File: config.mk
export PLATFORM = sky130hd
export DESIGN_NAME = mem_port_arbiter_flat
export DESIGN_NICKNAME = d
export VERILOG_FILES = /design/src/rtl/mem_port_arbiter_if.sv /design/src/rtl/mem_port_arbiter.sv /design/src/flat_wrapper.sv
export SDC_FILE = /design/constraint.sdc
export NUM_CORES = 1
export LEC_CHECK = 0
export CELL_PAD_IN_SITES_DETAIL_PLACEMENT = 0
export CELL_PAD_IN_SITES_GLOBAL_PLACEMENT = 1
export CORE_UTILIZATION = 14
export DETAILED_ROUTE_END_ITERATION = 8
export PLACE_DENSITY_LB_ADDON = 0.1
export SETUP_SLACK_MARGIN = 0.05
export SKIP_CTS_REPAIR_TIMING = 1
export SLEW_MARGIN = 25
export SYNTH_ARGS = -nofsm -noshare
export SYNTH_HDL_FRONTEND = slang
export SYNTH_SLANG_ARGS = --single-unit
File: constraint.sdc
create_clock -name clock -period 8.52 [get_ports clock]
set_input_delay 2.13 -clock clock [delete_from_list [all_inputs] [get_ports clock]]
set_output_delay 2.13 -clock clock [all_outputs]
set_load 0.02 [all_outputs]
File: src/rtl/mem_port_arbiter_if.sv
// rtl/mem_port_arbiter_if.sv - requester/memory bus bundle for mem_port_arbiter
// Also holds the write-width type shared by the requester and memory sides.
package mem_port_arbiter_pkg;
  typedef enum logic [1:0] {
    write_byte = 2'd0,
    write_half = 2'd1,
    write_word = 2'd2
  } write_width_t;
endpackage

interface mem_port_arbiter_if #(parameter int XLEN = 32);
  import mem_port_arbiter_pkg::*;

  logic            req0;
  logic [XLEN-1:0] addr0;
  logic            req1;
  logic [XLEN-1:0] addr1;
  logic            we1;
  logic [XLEN-1:0] wdata1;
  write_width_t    wwidth1;
  logic            gnt0;
  logic            gnt1;
  logic            rvalid0;
  logic            rvalid1;
  logic [XLEN-1:0] rdata0;
  logic [XLEN-1:0] rdata1;
  logic [XLEN-1:0] mem_addr;
  logic            mem_w_enable;
  logic [XLEN-1:0] mem_w_data;
  write_width_t    mem_w_width;
  logic [XLEN-1:0] mem_r_data;

  modport slave (
    input  req0, addr0, req1, addr1, we1, wdata1, wwidth1, mem_r_data,
    output gnt0, gnt1, rvalid0, rvalid1, rdata0, rdata1,
           mem_addr, mem_w_enable, mem_w_data, mem_w_width
  );

  modport master (
    output req0, addr0, req1, addr1, we1, wdata1, wwidth1, mem_r_data,
    input  gnt0, gnt1, rvalid0, rvalid1, rdata0, rdata1,
           mem_addr, mem_w_enable, mem_w_data, mem_w_width
  );
endinterface

File: src/rtl/mem_port_arbiter.sv
// rtl/mem_port_arbiter.sv - round-robin fetch/data arbiter for one sync-read memory
// Optional grant/conflict counters are enabled with MEM_ARB_PERF_CNT_EN.
module mem_port_arbiter #(
  parameter int                XLEN      = 32,
  parameter logic [XLEN-1:0]   BASE_ADDR = 32'h00020000
) (
  input  logic                 clock,
  input  logic                 reset,
  mem_port_arbiter_if.slave    bus
`ifdef MEM_ARB_PERF_CNT_EN
  ,
  output logic [31:0]          perf_gnt0,
  output logic [31:0]          perf_gnt1,
  output logic [31:0]          perf_conflict
`endif
);
  logic last_gnt, rsp_pending, rsp_owner;
  logic last_gnt_d, rsp_pending_d, rsp_owner_d;
  logic grant0, grant1;

  always_ff @(posedge clock) begin
    if (reset) begin
      last_gnt    <= 1'b1;
      rsp_pending <= 1'b0;
      rsp_owner   <= 1'b0;
    end else begin
      last_gnt    <= last_gnt_d;
      rsp_pending <= rsp_pending_d;
      rsp_owner   <= rsp_owner_d;
    end
  end

  // Writes are acknowledged by the grant itself, so only reads leave a response pending.
  always_comb begin
    last_gnt_d    = last_gnt;
    rsp_pending_d = 1'b0;
    rsp_owner_d   = rsp_owner;
    if (grant0 || grant1) begin
      last_gnt_d    = grant1;
      rsp_pending_d = grant0 || !bus.we1;
      rsp_owner_d   = grant1;
    end
  end

  always_comb begin
    grant0 = 1'b0;
    grant1 = 1'b0;
    if (!reset) begin
      if (bus.req0 && bus.req1) begin
        grant0 = last_gnt;
        grant1 = !last_gnt;
      end else begin
        grant0 = bus.req0;
        grant1 = bus.req1;
      end
    end
    bus.gnt0         = grant0;
    bus.gnt1         = grant1;
    bus.mem_addr     = (grant1 ? bus.addr1 : bus.addr0) - BASE_ADDR;
    bus.mem_w_enable = grant1 && bus.we1;
    bus.mem_w_data   = bus.wdata1;
    bus.mem_w_width  = bus.wwidth1;
    // Gating with reset drops a read that was granted just before reset.
    bus.rvalid0      = !reset && rsp_pending && !rsp_owner;
    bus.rvalid1      = !reset && rsp_pending && rsp_owner;
    bus.rdata0       = bus.mem_r_data;
    bus.rdata1       = bus.mem_r_data;
  end

`ifdef MEM_ARB_PERF_CNT_EN
  always_ff @(posedge clock) begin
    if (reset) begin
      perf_gnt0     <= 32'd0;
      perf_gnt1     <= 32'd0;
      perf_conflict <= 32'd0;
    end else begin
      if (grant0 && perf_gnt0 != 32'hFFFFFFFF)
        perf_gnt0 <= perf_gnt0 + 32'd1;
      if (grant1 && perf_gnt1 != 32'hFFFFFFFF)
        perf_gnt1 <= perf_gnt1 + 32'd1;
      if (bus.req0 && bus.req1 && perf_conflict != 32'hFFFFFFFF)
        perf_conflict <= perf_conflict + 32'd1;
    end
  end
`endif
endmodule

File: src/flat_wrapper.sv
// flat-port wrapper written by rule: the top's interface ports become plain ports
module mem_port_arbiter_flat 
#(
  parameter int                XLEN      = 32,
  parameter logic [XLEN-1:0]   BASE_ADDR = 32'h00020000
)
  (clock, reset, bus_req0, bus_addr0, bus_req1, bus_addr1, bus_we1, bus_wdata1, bus_wwidth1, bus_mem_r_data, bus_gnt0, bus_gnt1, bus_rvalid0, bus_rvalid1, bus_rdata0, bus_rdata1, bus_mem_addr, bus_mem_w_enable, bus_mem_w_data, bus_mem_w_width);
  mem_port_arbiter_if #(.XLEN(XLEN)) bus_i ();
  input  logic clock;
  input  logic reset;
  input wire logic [$bits(bus_i.req0)-1:0] bus_req0;
  input wire logic [$bits(bus_i.addr0)-1:0] bus_addr0;
  input wire logic [$bits(bus_i.req1)-1:0] bus_req1;
  input wire logic [$bits(bus_i.addr1)-1:0] bus_addr1;
  input wire logic [$bits(bus_i.we1)-1:0] bus_we1;
  input wire logic [$bits(bus_i.wdata1)-1:0] bus_wdata1;
  input wire logic [$bits(bus_i.wwidth1)-1:0] bus_wwidth1;
  input wire logic [$bits(bus_i.mem_r_data)-1:0] bus_mem_r_data;
  output wire logic [$bits(bus_i.gnt0)-1:0] bus_gnt0;
  output wire logic [$bits(bus_i.gnt1)-1:0] bus_gnt1;
  output wire logic [$bits(bus_i.rvalid0)-1:0] bus_rvalid0;
  output wire logic [$bits(bus_i.rvalid1)-1:0] bus_rvalid1;
  output wire logic [$bits(bus_i.rdata0)-1:0] bus_rdata0;
  output wire logic [$bits(bus_i.rdata1)-1:0] bus_rdata1;
  output wire logic [$bits(bus_i.mem_addr)-1:0] bus_mem_addr;
  output wire logic [$bits(bus_i.mem_w_enable)-1:0] bus_mem_w_enable;
  output wire logic [$bits(bus_i.mem_w_data)-1:0] bus_mem_w_data;
  output wire logic [$bits(bus_i.mem_w_width)-1:0] bus_mem_w_width;
  assign bus_i.req0 = bus_req0;
  assign bus_i.addr0 = bus_addr0;
  assign bus_i.req1 = bus_req1;
  assign bus_i.addr1 = bus_addr1;
  assign bus_i.we1 = bus_we1;
  assign bus_i.wdata1 = bus_wdata1;
  assign bus_i.wwidth1 = bus_wwidth1;
  assign bus_i.mem_r_data = bus_mem_r_data;
  assign bus_gnt0 = bus_i.gnt0;
  assign bus_gnt1 = bus_i.gnt1;
  assign bus_rvalid0 = bus_i.rvalid0;
  assign bus_rvalid1 = bus_i.rvalid1;
  assign bus_rdata0 = bus_i.rdata0;
  assign bus_rdata1 = bus_i.rdata1;
  assign bus_mem_addr = bus_i.mem_addr;
  assign bus_mem_w_enable = bus_i.mem_w_enable;
  assign bus_mem_w_data = bus_i.mem_w_data;
  assign bus_mem_w_width = bus_i.mem_w_width;
  mem_port_arbiter #(.XLEN(XLEN), .BASE_ADDR(BASE_ADDR)) u_core (.clock(clock), .reset(reset), .bus(bus_i));
endmodule
* After elaboration in Yosys (flattened, before gate mapping)
Cells that the tools add are included.
** Word-level totals
- Flip-flop bits (word level) :: 3
- Bits of input ports :: 135
- Word-level logic and storage cells :: 22
** Operators by class
- $add $sub $neg :: 1
- Muxes and demuxes :: 5
- Bitwise operators :: 1
- Reductions and logical operators :: 12
** Operator list (count)
- two-way mux 32 bit :: 1
- subtractor 32 x 18 -> 32 bit, second input constant :: 1
- logical AND 1 bit :: 5
- logical NOT 1 bit :: 4
- two-way mux 1 bit :: 4
- logical OR 1 bit :: 2
- OR reduction 2 bit :: 1
- NOT 1 bit :: 1

* Logic depth before layout (Yosys ltp)
Gate-level depths: netlist (run 1).
- Word-level depth :: 6
- Depth in mapped cells :: 11

* Worst setup path before layout (run 1)
No wires, ideal clock.
- Path type :: input -> output
- Start point :: input port bus_req1
- End point :: output port bus_mem_addr[27]
- Arrival :: 4.865 ns
- Required time :: 6.390 ns
- Slack :: 1.525 ns
- Cell stages on the path :: 10
- Path buffers :: 1
- Path through :: a21bo_2 > or2_2 > clkbuf_1 > mux2i_1 > ha_1 > nand2b_1 > or4_4 > nor2_1 > xnor2_1 > o21ai_0
** Between the ends
- Longest elaborated chain between the ends :: 5
** RTL lines
- start, declared :: line flat_wrapper.sv:13 : input wire logic [$bits(bus_i.req1)-1:0] bus_req1;
- logical AND 1 bit :: line mem_port_arbiter.sv:49 : if (bus.req0 && bus.req1) begin
- two-way mux 1 bit (*) :: line mem_port_arbiter.sv:49
- two-way mux 1 bit (*) :: line mem_port_arbiter.sv:48 : if (!reset) begin
- two-way mux 32 bit (*) :: line mem_port_arbiter.sv:59 : bus.mem_addr = (grant1 ? bus.addr1 : bus.addr0) - BASE_ADDR;
- subtractor 32 x 18 -> 32 bit (*) :: line mem_port_arbiter.sv:59
- end, declared :: line flat_wrapper.sv:25 : output wire logic [$bits(bus_i.mem_addr)-1:0] bus_mem_addr;
Mark *: on every way between the ends. The rest lies on a longest branch, timed or not.

* Final worst setup path (run 1)
Ends and elaborated chain as after synthesis.

==> results.md, run 1 <==
* Status: finished clean
* Die Area at 12700 sq um
* Worst EP arrival at 5.41 ns
* Minimum clock period at between 7 and 8 ns
* First-pass GRT wire length at around 8900 um
* Initial Utilization at 14.3%
* Post-Syn Nets at 400
* P per Cell Area at 91.7 nW/um^2
* Largest net degree at the start of global routing at 29
* Clock transition at path regs at ~0.030 ns
* Peak Freq at ~130 MHz
* Netlist cell types at 36
* Total number of vias at 1532
* R2r startpoint: u_core.last_gnt
* Hold/Removal Path Class: register to register
* DRC at 0
* CP Cell Sequence: clkdlybuf4s50_1 > a21bo_2 > or2_2 > mux2i_1 > ha_1 > nand2b_1 > or4_4 > nor2_1 > xnor2_1 > o21ai_0 > clkdlybuf4s50_1
* Area Overhead vs Synth at 33.3%
* Placed insts at ~410
* Hold Fails Final Rpt at 0
* R2R depth at 2
* Clk sinks at 3
* Setup TNS at 0 ns
* Hold Crit Depth at 2
* Synth area leader: buf_4
* Startpoint Class: input port
* Top cells by area, synth: buf_4, nand2_1, xnor2_1, mux2i_1, xor2_1
* Chip width at 113 um
* Max cap viols at 0
* Clock skew at between 0.001 and 0.0015 ns
* Critical Path RT at around 6.4 ns
* Slew @ Worst Pin at slightly above 0.8 ns
* CTS tree: done
* Final net count at roughly 400
* Worst skew pair latency at around 0.22 ns
* Vias per cell at ~3.7
* Initial antenna violation count at 0
* Root buf cell: clkbuf_16
* Commonest non-fill, non-tap cell in the layout: clkdlybuf4s50_1
* Drt first pass iters at 4
* Hold_sp: u_core.rsp_owner
* Worst hold path endpoint: u_core.rsp_owner
* Critical path class: input port to output port
* Leak at ~0.88 nW
* Global Route Usage Sum at 8.87%
* CP max FO at 5
* Period utilization at between 80 and 90%
* Count of final setup violators at 0
* Initial DRC count at 43
* Ys Warns at 0
* Synth Cell Area at about 1700 sq um
* Reg2Reg Setup Slack at about 7.7 ns
* GP Congestion at about 0.64
* RR Endpoint: u_core.rsp_pending
* Yosys top cell area share at 43.0%
* DR WL/cell at between 10 and 15 um
* Footprint of the multi-input gates at ~880 sq um
* Post-detailed-route count of antenna-violating nets at 0
* CTS Buf Count at 3
* Slowest CP cell: clkdlybuf4s50_1
* Vias in the first global route at 1639
* DRT Wirelength at between 5000 and 6000 um
* Post-synthesis sequential area ratio at approximately 3.5%
* Longest Clk Path Bufs at 2
* Die height at roughly 110 um
* GRT Residual Overflow at 0
* RSZ-0062 raised after global routing: false
* N_diodes at 0
* Layout cells sized above 1 at under 10%
* Max incr delay on CP at 0.66 ns
* FF+latch count, synth at 3
* Top Ports at 270
* Slew Viols, Final at 0
* Commonest non-fill, non-tap cells in the layout: clkdlybuf4s50_1, nand2_1, nor3_1
* Site Rows at 40
* Core area at 12000 sq um
* Peak supply drop at ~54 uV
* Final Non-Filler Cells at around 420
* Synthesized instance count at 264
* Reg area at between 60 and 70 sq um
* # port buffers at around 110
* Most frequent CP cell: clkdlybuf4s50_1
* DP HPWL at 4860 um
* Crit. End Element: output port
* Mean Syn Cell Area at about 6.5 sq um
* H-tree lvl count at 1
* Max transition margin at around 45%
* Fillcell total at roughly 1400
-- worst max-delay path, delay by kind of cell --
kind,cells,cell delay [ns]
AOI/OAI and AO/OA,2,0.47
muxes,1,0.22
xor gates and xnor gates,1,0.07
adders and majority gates,1,0.29
and+or+nand+nor,4,1.06
buffers and inverters,2,1.17
-- Yosys cell counts --
cell and count:
inv_2 1, ha_1 1, and2_1 1, xnor2_1 11, buf_4 98, nand3_1 6
inv_1 2, or3_4 1, dfxtp_1 3, or4_4 2, or3_1 1, a21oi_1 5
nand2_1 58, nand2b_1 5, a31oi_1 1, nor3_1 12, nor3b_2 1, nor4_1 2
nor2b_1 1, nor4_2 1, clkbuf_1 5, o31ai_1 1, or4_1 2, nor2_1 11
a21boi_0 1, xor2_1 8, o2bb2ai_1 1, buf_1 1, mux2i_1 8, o21a_1 1
nor3b_1 1, and3b_1 1, a21bo_2 1, or2_2 1, o21ai_0 7, and2b_2 1
-- metrics by stage --
stage	hold WS (ns)	power [mW]	worst slack, ns	cell area [sq um]	utilization [%]
2_1_floorplan	0.453	0.130	1.53	1710	-
3_3_place_gp	0.505	0.138	1.03	2200	18.4
3_5_place_dp	0.507	0.137	0.942	2200	18.4
4_1_cts	0.515	0.213	0.942	2280	19.1
5_1_grt	0.568	0.222	0.737	2280	19.1
6_report	0.508	0.209	0.982	2280	19.1
-- cells by family (layout without fill, tap and decap cells) --
group	after synthesis	after routing	synth area share (%)
and+or+nand+nor	108	108	30.2
buffers and inverters	107	114	44.9
xor gates and xnor gates	19	19	9.72
AOI/OAI and AO/OA	18	18	6.28
muxes	8	8	4.68
DFF	3	3	3.51
adders and majority gates	1	1	0.730
-- cell type report --
cell class | count | area share, %
sequential | 3 | 2.63
inverter | 3 | 0.493
multi-input combinational | 154 | 38.7
timing repair buffer | 107 | 46.7
clock buffer | 4 | 3.45
tap | 147 | 8.05
-- metal layers --
layer  vias to the layer above  share of wire [%]  GRT usage (%)  wire, um
li1                        770                  -              -         -
met1                       668                 39           10.1      2350
met2                        74                 50           16.3      2980
met3                        20                8.3           1.84       497
met4                         0                2.2           3.29       133
met5                         -                  0              0         0
-- how the worst max path moves through the flow --
| stage | start | endpoint | slack (ns) | cells past startpoint |
|---|---|---|---|---|
| floorplan | bus_req1 | bus_mem_addr[27] | 1.53 | 10 |
| global placement | bus_req1 | bus_mem_addr[31] | 1.03 | 11 |
| detailed placement | bus_req1 | bus_mem_addr[27] | 0.94 | 11 |
| CTS | bus_req1 | bus_mem_addr[27] | 0.94 | 11 |
| global route | bus_req1 | bus_mem_addr[27] | 0.74 | 11 |
| finish | bus_req1 | bus_mem_addr[27] | 0.98 | 11 |
-- report_power, final --
part	switching [mW]	internal [mW]
clock network	0.0125	0.0617
logic	0.0544	0.0648
registers	0.000624	0.0152
-- state kept, by name, indices dropped and copies added (netlist names) --
| name | cells |
|---|---|
| u_core.rsp_pending | 1 |
| u_core.rsp_owner | 1 |
| u_core.last_gnt | 1 |
No activity file was read; power rests on OpenSTA's default activity.
==> run 2: changes to the inputs <==
--- a/config.mk
+++ b/config.mk
@@ -12,6 +12,7 @@
 export PLACE_DENSITY_LB_ADDON = 0.1
 export SETUP_SLACK_MARGIN = 0.05
 export SKIP_CTS_REPAIR_TIMING = 1
+export SKIP_LAST_GASP = 1
 export SLEW_MARGIN = 25
 export SYNTH_ARGS = -nofsm -noshare
 export SYNTH_HDL_FRONTEND = slang
==> results of run 2 <==
The final DEF is identical to that of run 1; final timing and power are the same.
